--- src/rtl/uart_pkg.sv ---
// ============================================================================
// Module      : uart_pkg
// Description : Shared state encodings and frame constants for the UART
//               transmitter and receiver on the serial link.
// Revision    : 1.0 - initial release
// ============================================================================
`default_nettype none

package uart_pkg;

    typedef enum logic [2:0] {
        IDLE   = 3'b000,
        START  = 3'b001,
        DATA   = 3'b010,
        STOP   = 3'b011,
        PARITY = 3'b100
    } state_t;

    // 100 MHz / 9600 baud
    localparam int unsigned BAUD_DIV_DEFAULT = 10417;
    localparam int unsigned DATA_BITS        = 8;

endpackage : uart_pkg

`default_nettype wire

--- src/rtl/uart_send.sv ---
// ============================================================================
// Module      : uart_send
// Description : UART transmitter, 8N1 frames behind a one-entry holding
//               register so consecutive bytes leave with no idle gap.
//               Define UART_SEND_PARITY_EN to insert an even-parity bit.
// Revision    : 1.0 - initial release
// ============================================================================
`default_nettype none

module uart_send
    import uart_pkg::*;
#(
    parameter int unsigned BAUD_DIV = BAUD_DIV_DEFAULT
) (
    input  logic                 clk,
    input  logic                 rst,
    input  logic                 valid,
    input  logic [DATA_BITS-1:0] data,
    output logic                 ready,
    output logic                 busy,
    output logic                 dout
);

    localparam int unsigned c_cnt_w = (BAUD_DIV > 1) ? $clog2(BAUD_DIV) : 1;
    localparam int unsigned c_bit_w = $clog2(DATA_BITS);
    localparam logic [c_cnt_w-1:0] c_baud_last = c_cnt_w'(BAUD_DIV - 1);
    localparam logic [c_bit_w-1:0] c_bit_last  = c_bit_w'(DATA_BITS - 1);

    state_t                 r_state;
    state_t                 w_state_nxt;
    logic [c_cnt_w-1:0]     r_baud_cnt;
    logic [c_cnt_w-1:0]     w_baud_nxt;
    logic [c_bit_w-1:0]     r_bit_cnt;
    logic [c_bit_w-1:0]     w_bit_nxt;
    logic [c_bit_w-1:0]     w_bit_inc;
    logic [DATA_BITS-1:0]   r_shift;
    logic [DATA_BITS-1:0]   r_hold;
    logic                   r_hold_full;
    logic                   r_dout;
    logic                   w_dout_nxt;
    logic                   w_load;
    logic                   w_accept;
    logic                   w_bit_end;

    assign w_accept  = valid && !r_hold_full;
    assign w_bit_end = (r_baud_cnt == c_baud_last);
    assign w_bit_inc = r_bit_cnt + c_bit_w'(1);

    assign ready = !r_hold_full;
    assign busy  = (r_state != IDLE) || r_hold_full;
    assign dout  = r_dout;

    always_ff @(posedge clk or posedge rst) begin
        if (rst) begin
            r_state    <= IDLE;
            r_baud_cnt <= '0;
            r_bit_cnt  <= '0;
            r_dout     <= 1'b1;
        end else begin
            r_state    <= w_state_nxt;
            r_baud_cnt <= w_baud_nxt;
            r_bit_cnt  <= w_bit_nxt;
            r_dout     <= w_dout_nxt;
        end
    end

    // Load and accept are mutually exclusive: load needs a full holding
    // register, accept needs an empty one.
    always_ff @(posedge clk or posedge rst) begin
        if (rst) begin
            r_hold_full <= 1'b0;
            r_hold      <= '0;
            r_shift     <= '0;
        end else begin
            if (w_load) begin
                r_hold_full <= 1'b0;
                r_shift     <= r_hold;
            end else if (w_accept) begin
                r_hold_full <= 1'b1;
                r_hold      <= data;
            end
        end
    end

    // dout_nxt always carries the value of the bit that the next state
    // represents, so the registered line switches exactly on bit boundaries.
    always_comb begin
        w_state_nxt = r_state;
        w_baud_nxt  = r_baud_cnt + c_cnt_w'(1);
        w_bit_nxt   = r_bit_cnt;
        w_dout_nxt  = r_dout;
        w_load      = 1'b0;
        case (r_state)
            IDLE: begin
                w_baud_nxt = '0;
                w_dout_nxt = 1'b1;
                if (r_hold_full) begin
                    w_load      = 1'b1;
                    w_state_nxt = START;
                    w_dout_nxt  = 1'b0;
                end
            end
            START: begin
                w_dout_nxt = 1'b0;
                if (w_bit_end) begin
                    w_baud_nxt  = '0;
                    w_bit_nxt   = '0;
                    w_state_nxt = DATA;
                    w_dout_nxt  = r_shift[0];
                end
            end
            DATA: begin
                if (w_bit_end) begin
                    w_baud_nxt = '0;
                    if (r_bit_cnt == c_bit_last) begin
                        w_bit_nxt = '0;
`ifdef UART_SEND_PARITY_EN
                        w_state_nxt = PARITY;
                        w_dout_nxt  = ^r_shift;
`else
                        w_state_nxt = STOP;
                        w_dout_nxt  = 1'b1;
`endif
                    end else begin
                        w_bit_nxt  = w_bit_inc;
                        w_dout_nxt = r_shift[w_bit_inc];
                    end
                end
            end
`ifdef UART_SEND_PARITY_EN
            PARITY: begin
                if (w_bit_end) begin
                    w_baud_nxt  = '0;
                    w_state_nxt = STOP;
                    w_dout_nxt  = 1'b1;
                end
            end
`endif
            STOP: begin
                w_dout_nxt = 1'b1;
                if (w_bit_end) begin
                    w_baud_nxt = '0;
                    if (r_hold_full) begin
                        w_load      = 1'b1;
                        w_state_nxt = START;
                        w_dout_nxt  = 1'b0;
                    end else begin
                        w_state_nxt = IDLE;
                    end
                end
            end
            default: begin
                w_state_nxt = IDLE;
                w_baud_nxt  = '0;
                w_bit_nxt   = '0;
                w_dout_nxt  = 1'b1;
            end
        endcase
    end

endmodule : uart_send

`default_nettype wire
--- config.mk ---
export PLATFORM = sky130hd
export DESIGN_NAME = uart_send
export DESIGN_NICKNAME = d
export VERILOG_FILES = /design/src/rtl/uart_pkg.sv /design/src/rtl/uart_send.sv
export SDC_FILE = /design/constraint.sdc
export NUM_CORES = 1
export LEC_CHECK = 0
export BUFFER_PORTS_ARGS = -buffer_cell sky130_fd_sc_hd__buf_2
export CORE_MARGIN = 2
export CORE_UTILIZATION = 31
export CTS_BUF_LIST = sky130_fd_sc_hd__clkbuf_2 sky130_fd_sc_hd__clkbuf_4 sky130_fd_sc_hd__clkbuf_8
export CTS_CLUSTER_SIZE = 28
export DETAILED_ROUTE_END_ITERATION = 10
export PLACE_DENSITY = 0.54
export SYNTH_ARGS = -nofsm -noshare
export SYNTH_HDL_FRONTEND = slang
export SYNTH_SLANG_ARGS = --single-unit
--- constraint.sdc ---
create_clock -name clk -period 2.59 [get_ports clk]
set_clock_uncertainty 0.1 [all_clocks]
set_input_delay 0.1295 -clock clk [delete_from_list [all_inputs] [get_ports clk]]
set_output_delay 0.1295 -clock clk [all_outputs]
set_load 0.01 [all_outputs]
Yosys cells after proc, flatten, opt, wreduce, memory -nomap -nowiden. Cells that the tools add are included.

Output and inout bits: 3. Word-level logic and storage cells: 59. Bits of input ports: 11. Flip-flop bits (word level): 38.

Reduce and logical (&&, ||, !) cells: 11. Multiplexer cells: 26. Bitwise operators: 2. Equal/unequal tests: 10. Add/sub/neg operators: 2. Magnitude comparators: 1.

Operators by type and width (count): $mux W14 (2); $mux W3 (8); $add A14 B1 Y14 const B (1); $eq A14 B14 Y1 const B (1); $pmux W3 S4 (1); $mux W1 (11); $ne A2 B2 Y1 const B (5); $pmux W3 S3 (1); $eq A3 B2 Y1 const B (2); $reduce_and A5 Y1 (1); $lt A3 B4 Y1 const B (1); $pmux W1 S4 (1); $add A3 B1 Y3 const B (1); $bmux W1 S3 (1); $eq A3 B1 Y1 const B (1); $eq A3 B3 Y1 const B (1); $logic_not A3 Y1 (1); $reduce_and A3 Y1 (1); $reduce_bool A3 Y1 (1); $reduce_or A3 Y1 (1); $not A1 Y1 (2); $pmux W1 S2 (1); $reduce_and A2 Y1 (1); $reduce_bool A2 Y1 (1); other kinds (4) (4).

Logic depth before layout (Yosys ltp).
Depth after elaboration: 6. Depth in mapped cells: 7. Gate-level depth less buffers: 6.

Least setup slack after synthesis. OpenSTA, ideal clock, no wires.

Path type: flip-flop to flip-flop. Start point: reg r_bit_cnt[0]. End point: reg r_dout (netlist: dout). Required time: 2.402 ns. Library setup time: 0.088 ns. Period minus slack after synthesis: 2.024 ns. Arrival: 1.836 ns. Path slack: 0.566 ns. Buffers on the path: 0. Stages on the path, launching flop included: 7. Cell sequence: dfrtp_1 ha_1 ha_1 mux4_2 o2bb2ai_1 o32ai_1 a31oi_1.

Longest elaborated chain between the ends: 6. Elaborated cells on any way between the ends: 7. Classes of those cells: add/sub (1); eq/ne (1); mux (5).

RTL lines: from (decl) (RTL line uart_send.sv:33) `logic [c_bit_w-1:0] r_bit_cnt;`; from (signal assigned) (RTL line uart_send.sv:62) `r_bit_cnt <= w_bit_nxt;`; $add A3 B1 Y3 (RTL line uart_send.sv:47) `assign w_bit_inc = r_bit_cnt + c_bit_w'(1);`; $bmux W1 S3 (RTL line uart_send.sv:126) `w_dout_nxt = r_shift[w_bit_inc];`; $mux W1 (implied by the code) (RTL line uart_send.sv:126); $mux W1 (*) (RTL line uart_send.sv:115) `if (r_bit_cnt == c_bit_last) begin`; $mux W1 (*) (RTL line uart_send.sv:113) `if (w_bit_end) begin`; $pmux W1 S4 (*) (RTL line uart_send.sv:93) `case (r_state)`; to (signal assigned) (RTL line uart_send.sv:63) `r_dout <= w_dout_nxt;`; to (decl) (RTL line uart_send.sv:39) `logic r_dout;`.

Every way passes the cells marked *; elsewhere a longest branch is shown, timed or not. The select of a mux whose other input is x is not followed. A chain may end at the register's enable or synchronous reset.

Worst setup path after layout. Same ends and word-level chain as after synthesis.

==> Implementation_results.wiki <==
{| class="wikitable"
! Metric !! Value
|-
| Critical path capture point type || flip-flop
|-
| Library cell used as clock root buffer || sky130_fd_sc_hd__clkbuf_8
|-
| Fraction of layout cells with a size suffix above 1 || 20.6%
|-
| Clock net sink count || 37
|-
| Number of nets at the end of the flow || 232
|-
| Setup CP Type || reg -> reg
|-
| Pleak || 1.03 nW
|-
| Clock edge transition at the registers on the reported setup and hold paths || 80 ps
|-
| CP top delay family || adder cells
|-
| Global placer's final weighted congestion || 0.746
|-
| Maximum number of pins on one net before global-route repair || 38
|-
| Number of antenna violations at the first check in global routing || 0
|-
| Inserted Diodes || 0
|-
| Die Wd || 83.6 um
|-
| Drc violations || 0
|-
| DR pass1 iterations || 4
|-
| Finish-stage setup viols || 0
|-
| Max Transition Viols Final || 0
|-
| Layout-stage area growth over the synthesis result || 19.5%
|-
| Register bit count reported by yosys || 37
|-
| Type of the worst min-delay path || in -> async
|-
| P per Cell Area || 1030 nW/um^2
|-
| Crit Reg-Reg Startpoint || r_bit_cnt[0]
|-
| Result of the run || complete, no violations
|-
| Initial cell density of the core || 32.6%
|-
| Transition at the pin with the smallest max-transition slack || 754 ps
|-
| Final-report hold violation count || 0
|-
| Worst voltage drop across the vdd grid || 0.438 mV
|-
| Antenna-violating nets left || 0
|-
| Critical Path Source Type || flip-flop
|-
| I/O pin count || 14
|-
| Worst-path fanout max || 7
|-
| Non-Filler Cell Area, Final || 2340 sq um
|-
| Via total after detailed routing || 1404
|-
| First-pass GRT wire length || 6530 um
|-
| DP Wirelength || 2550 um
|-
| Synthesized net count || 206
|-
| Primary flip-flop cell chosen by synthesis mapping || sky130_fd_sc_hd__dfrtp_1
|-
| Per-cell via count in the routed design || 4.86
|-
| Reg2reg end || dout
|-
| Summed instance area of the synthesized netlist || 1960 sq um
|-
| Vias in the first global route || 1340
|-
| # Max-Cap Violations || 0
|-
| Critical path buffers and inverters || 0
|-
| Setup repair after global routing missed its margin || false
|-
| Wire length after detailed routing || 3710 um
|-
| CTS tree || built
|-
| Cell type contributing the most total cell area after synthesis || sky130_fd_sc_hd__dfrtp_1
|-
| Floorplan core area || 6030 sq um
|-
| Worst reg2reg path depth || 6
|-
| Rel. slew slack || 49.6%
|-
| Setup Fix Bufs, Post-CTS || 0
|-
| Flop2flop setup slack || 360 ps
|-
| Total gr overflow || 0
|-
| Port Buffers || 13
|-
| Most instantiated cells after synthesis || sky130_fd_sc_hd__dfrtp_1, sky130_fd_sc_hd__nand2_1, sky130_fd_sc_hd__nor2_1
|-
| Minimum clock period || 2230 ps
|-
| Top cell by count, worst path || sky130_fd_sc_hd__ha_1
|-
| Final Cycle Share || 86.1%
|-
| Maximum clock rate || 448 MHz
|-
| H-Tree Depth || 2
|-
| Number of distinct library cells after synthesis || 43
|-
| Proportion of register bits with asynchronous set or reset after synthesis || 100%
|-
| Post-CTS sizing || 0
|-
| Worst path max stage delay || 510 ps
|-
| Number of enable-type register cells in the synthesized netlist || 0
|-
| Hold bufs inserted after CTS || 10
|-
| Arrival @ worst endpoint || 2360 ps
|-
| DRT iter0 DRCs || 85
|-
| Maximum number of buffers from clock root to sink || 2
|-
| Synthesized instance count || 187
|-
| Total number of placement rows || 28
|-
| Vertical die dimension || 83.6 um
|-
| Post-layout power || 2.41 mW
|-
| Global-route usage over all layers || 11.6%
|-
| Sequential-to-total area share from yosys stat || 47.3%
|-
| Post-detailed-placement cell area || 2110 sq um
|-
| Synth warnings || 0
|-
| Synthesized area per cell || 10.5 sq um
|-
| Critical-path top delay cell || sky130_fd_sc_hd__mux4_2
|-
| Average wire per standard cell || 12.8 um
|-
| Final core utilization || 38.9%
|-
| Fraction of synthesized cell area taken by the top area cell type || 45.9%
|-
| Data required time at the worst endpoint || 2720 ps
|-
| Critical Path, Cell by Cell || ha_1, ha_1, mux4_2, o2bb2ai_1, o32ai_1, a31oi_1
|-
| Top cells by area in the synthesized netlist || sky130_fd_sc_hd__dfrtp_1, sky130_fd_sc_hd__mux2_2, sky130_fd_sc_hd__ha_1
|-
| Die area || 6980 sq um
|-
| Clock buffer count from CTS || 5
|-
| Most instantiated library cell after synthesis || sky130_fd_sc_hd__dfrtp_1
|-
| Clock latency at the later pin of the worst-skew pair || 300 ps
|-
| Final sum of negative setup slack || 0 ps
|}
[layout by cell type, fill, tap and decap left out, drive strengths merged, types with 2 or more instances in the layout]
cell and n:
nand3 3, dlygate4sd3 10, a21oi 3, mux2i 4, buf 16, ha 8
xnor2 6, nor3b 2, nor4b 2, nand2 21, clkbuf 5, mux2 10
nor3 4, nor2 18, bufinv 2, nor2b 3, nor4 2, and3 4
o22ai 8, inv 14, and4 2, xor2 5, o2bb2ai 3, nand4 6
o21ai 2, a31oi 2, nand2b 3, dfrtp 36
[where the power goes]
group	internal, mW	switching (mW)	total (mW)
clock network	0.388	0.224	0.612
logic	0.422	0.478	0.900
registers	0.769	0.131	0.900
[sequential cells by signal, indices dropped and copies added (netlist names)]
signal       cells
r_baud_cnt      14
r_hold           8
r_shift          8
r_bit_cnt        3
r_state          2
dout             1
r_hold_full      1
[worst reg2reg max path: cells and delay by family (launching register included)]
kind                       cells  cell delay, ps
muxes                          1             510
AOI/OAI and AO/OA              3             490
DFF                            1             480
adders and majority gates      2             590
[metrics by stage]
step | hold WS [ps] | setup slack, ps | instances
4_1_cts | 396 | 339 | 289
3_3_place_gp | 173 | 390 | 271
3_5_place_dp | 180 | 334 | 271
5_1_grt | 430 | 199 | 289
6_report | 377 | 360 | 289
2_1_floorplan | 166 | 566 | 187
[layout make-up]
type | instances | area, sq um
clock buffers | 5 | 68.8
fillers | 613 | 3680
inverters | 13 | 48.8
well taps | 75 | 93.8
repair buffers | 26 | 188
clock inverters | 3 | 68.8
flip-flops and latches | 37 | 927
multi-input cells | 130 | 950
[logic make-up (layout without fill, tap and decap cells)]
logic type	after synthesis	in the layout	share of synthesized area, %
adders and majority gates	8	8	5.10
AOI/OAI and AO/OA	25	25	9.57
and+or+nand+nor	71	71	19.7
buffers and inverters	20	47	4.34
DFF	37	37	47.3
muxes	15	15	9.12
xor gates and xnor gates	11	11	4.91
[per-layer routing]
metal  wire length (um)  global-route usage (%)  vias up
met5                  0                       0        -
met4                 68                    4.40        0
met3                130                    2.87        7
met2               1540                    15.8       26
met1               1970                    17.4      665
li1                   -                       -      706
[worst max-delay path by stage]
stage                      start    to  slack, ps  cells past startpoint
floorplan           r_bit_cnt[0]  dout        570                      6
global placement    r_bit_cnt[0]  dout        390                      6
detailed placement  r_bit_cnt[0]  dout        330                      6
CTS                 r_bit_cnt[0]  dout        340                      6
global route        r_bit_cnt[0]  dout        200                      6
finish              r_bit_cnt[0]  dout        360                      6
Note: power is estimated with default switching activity, not from simulation.
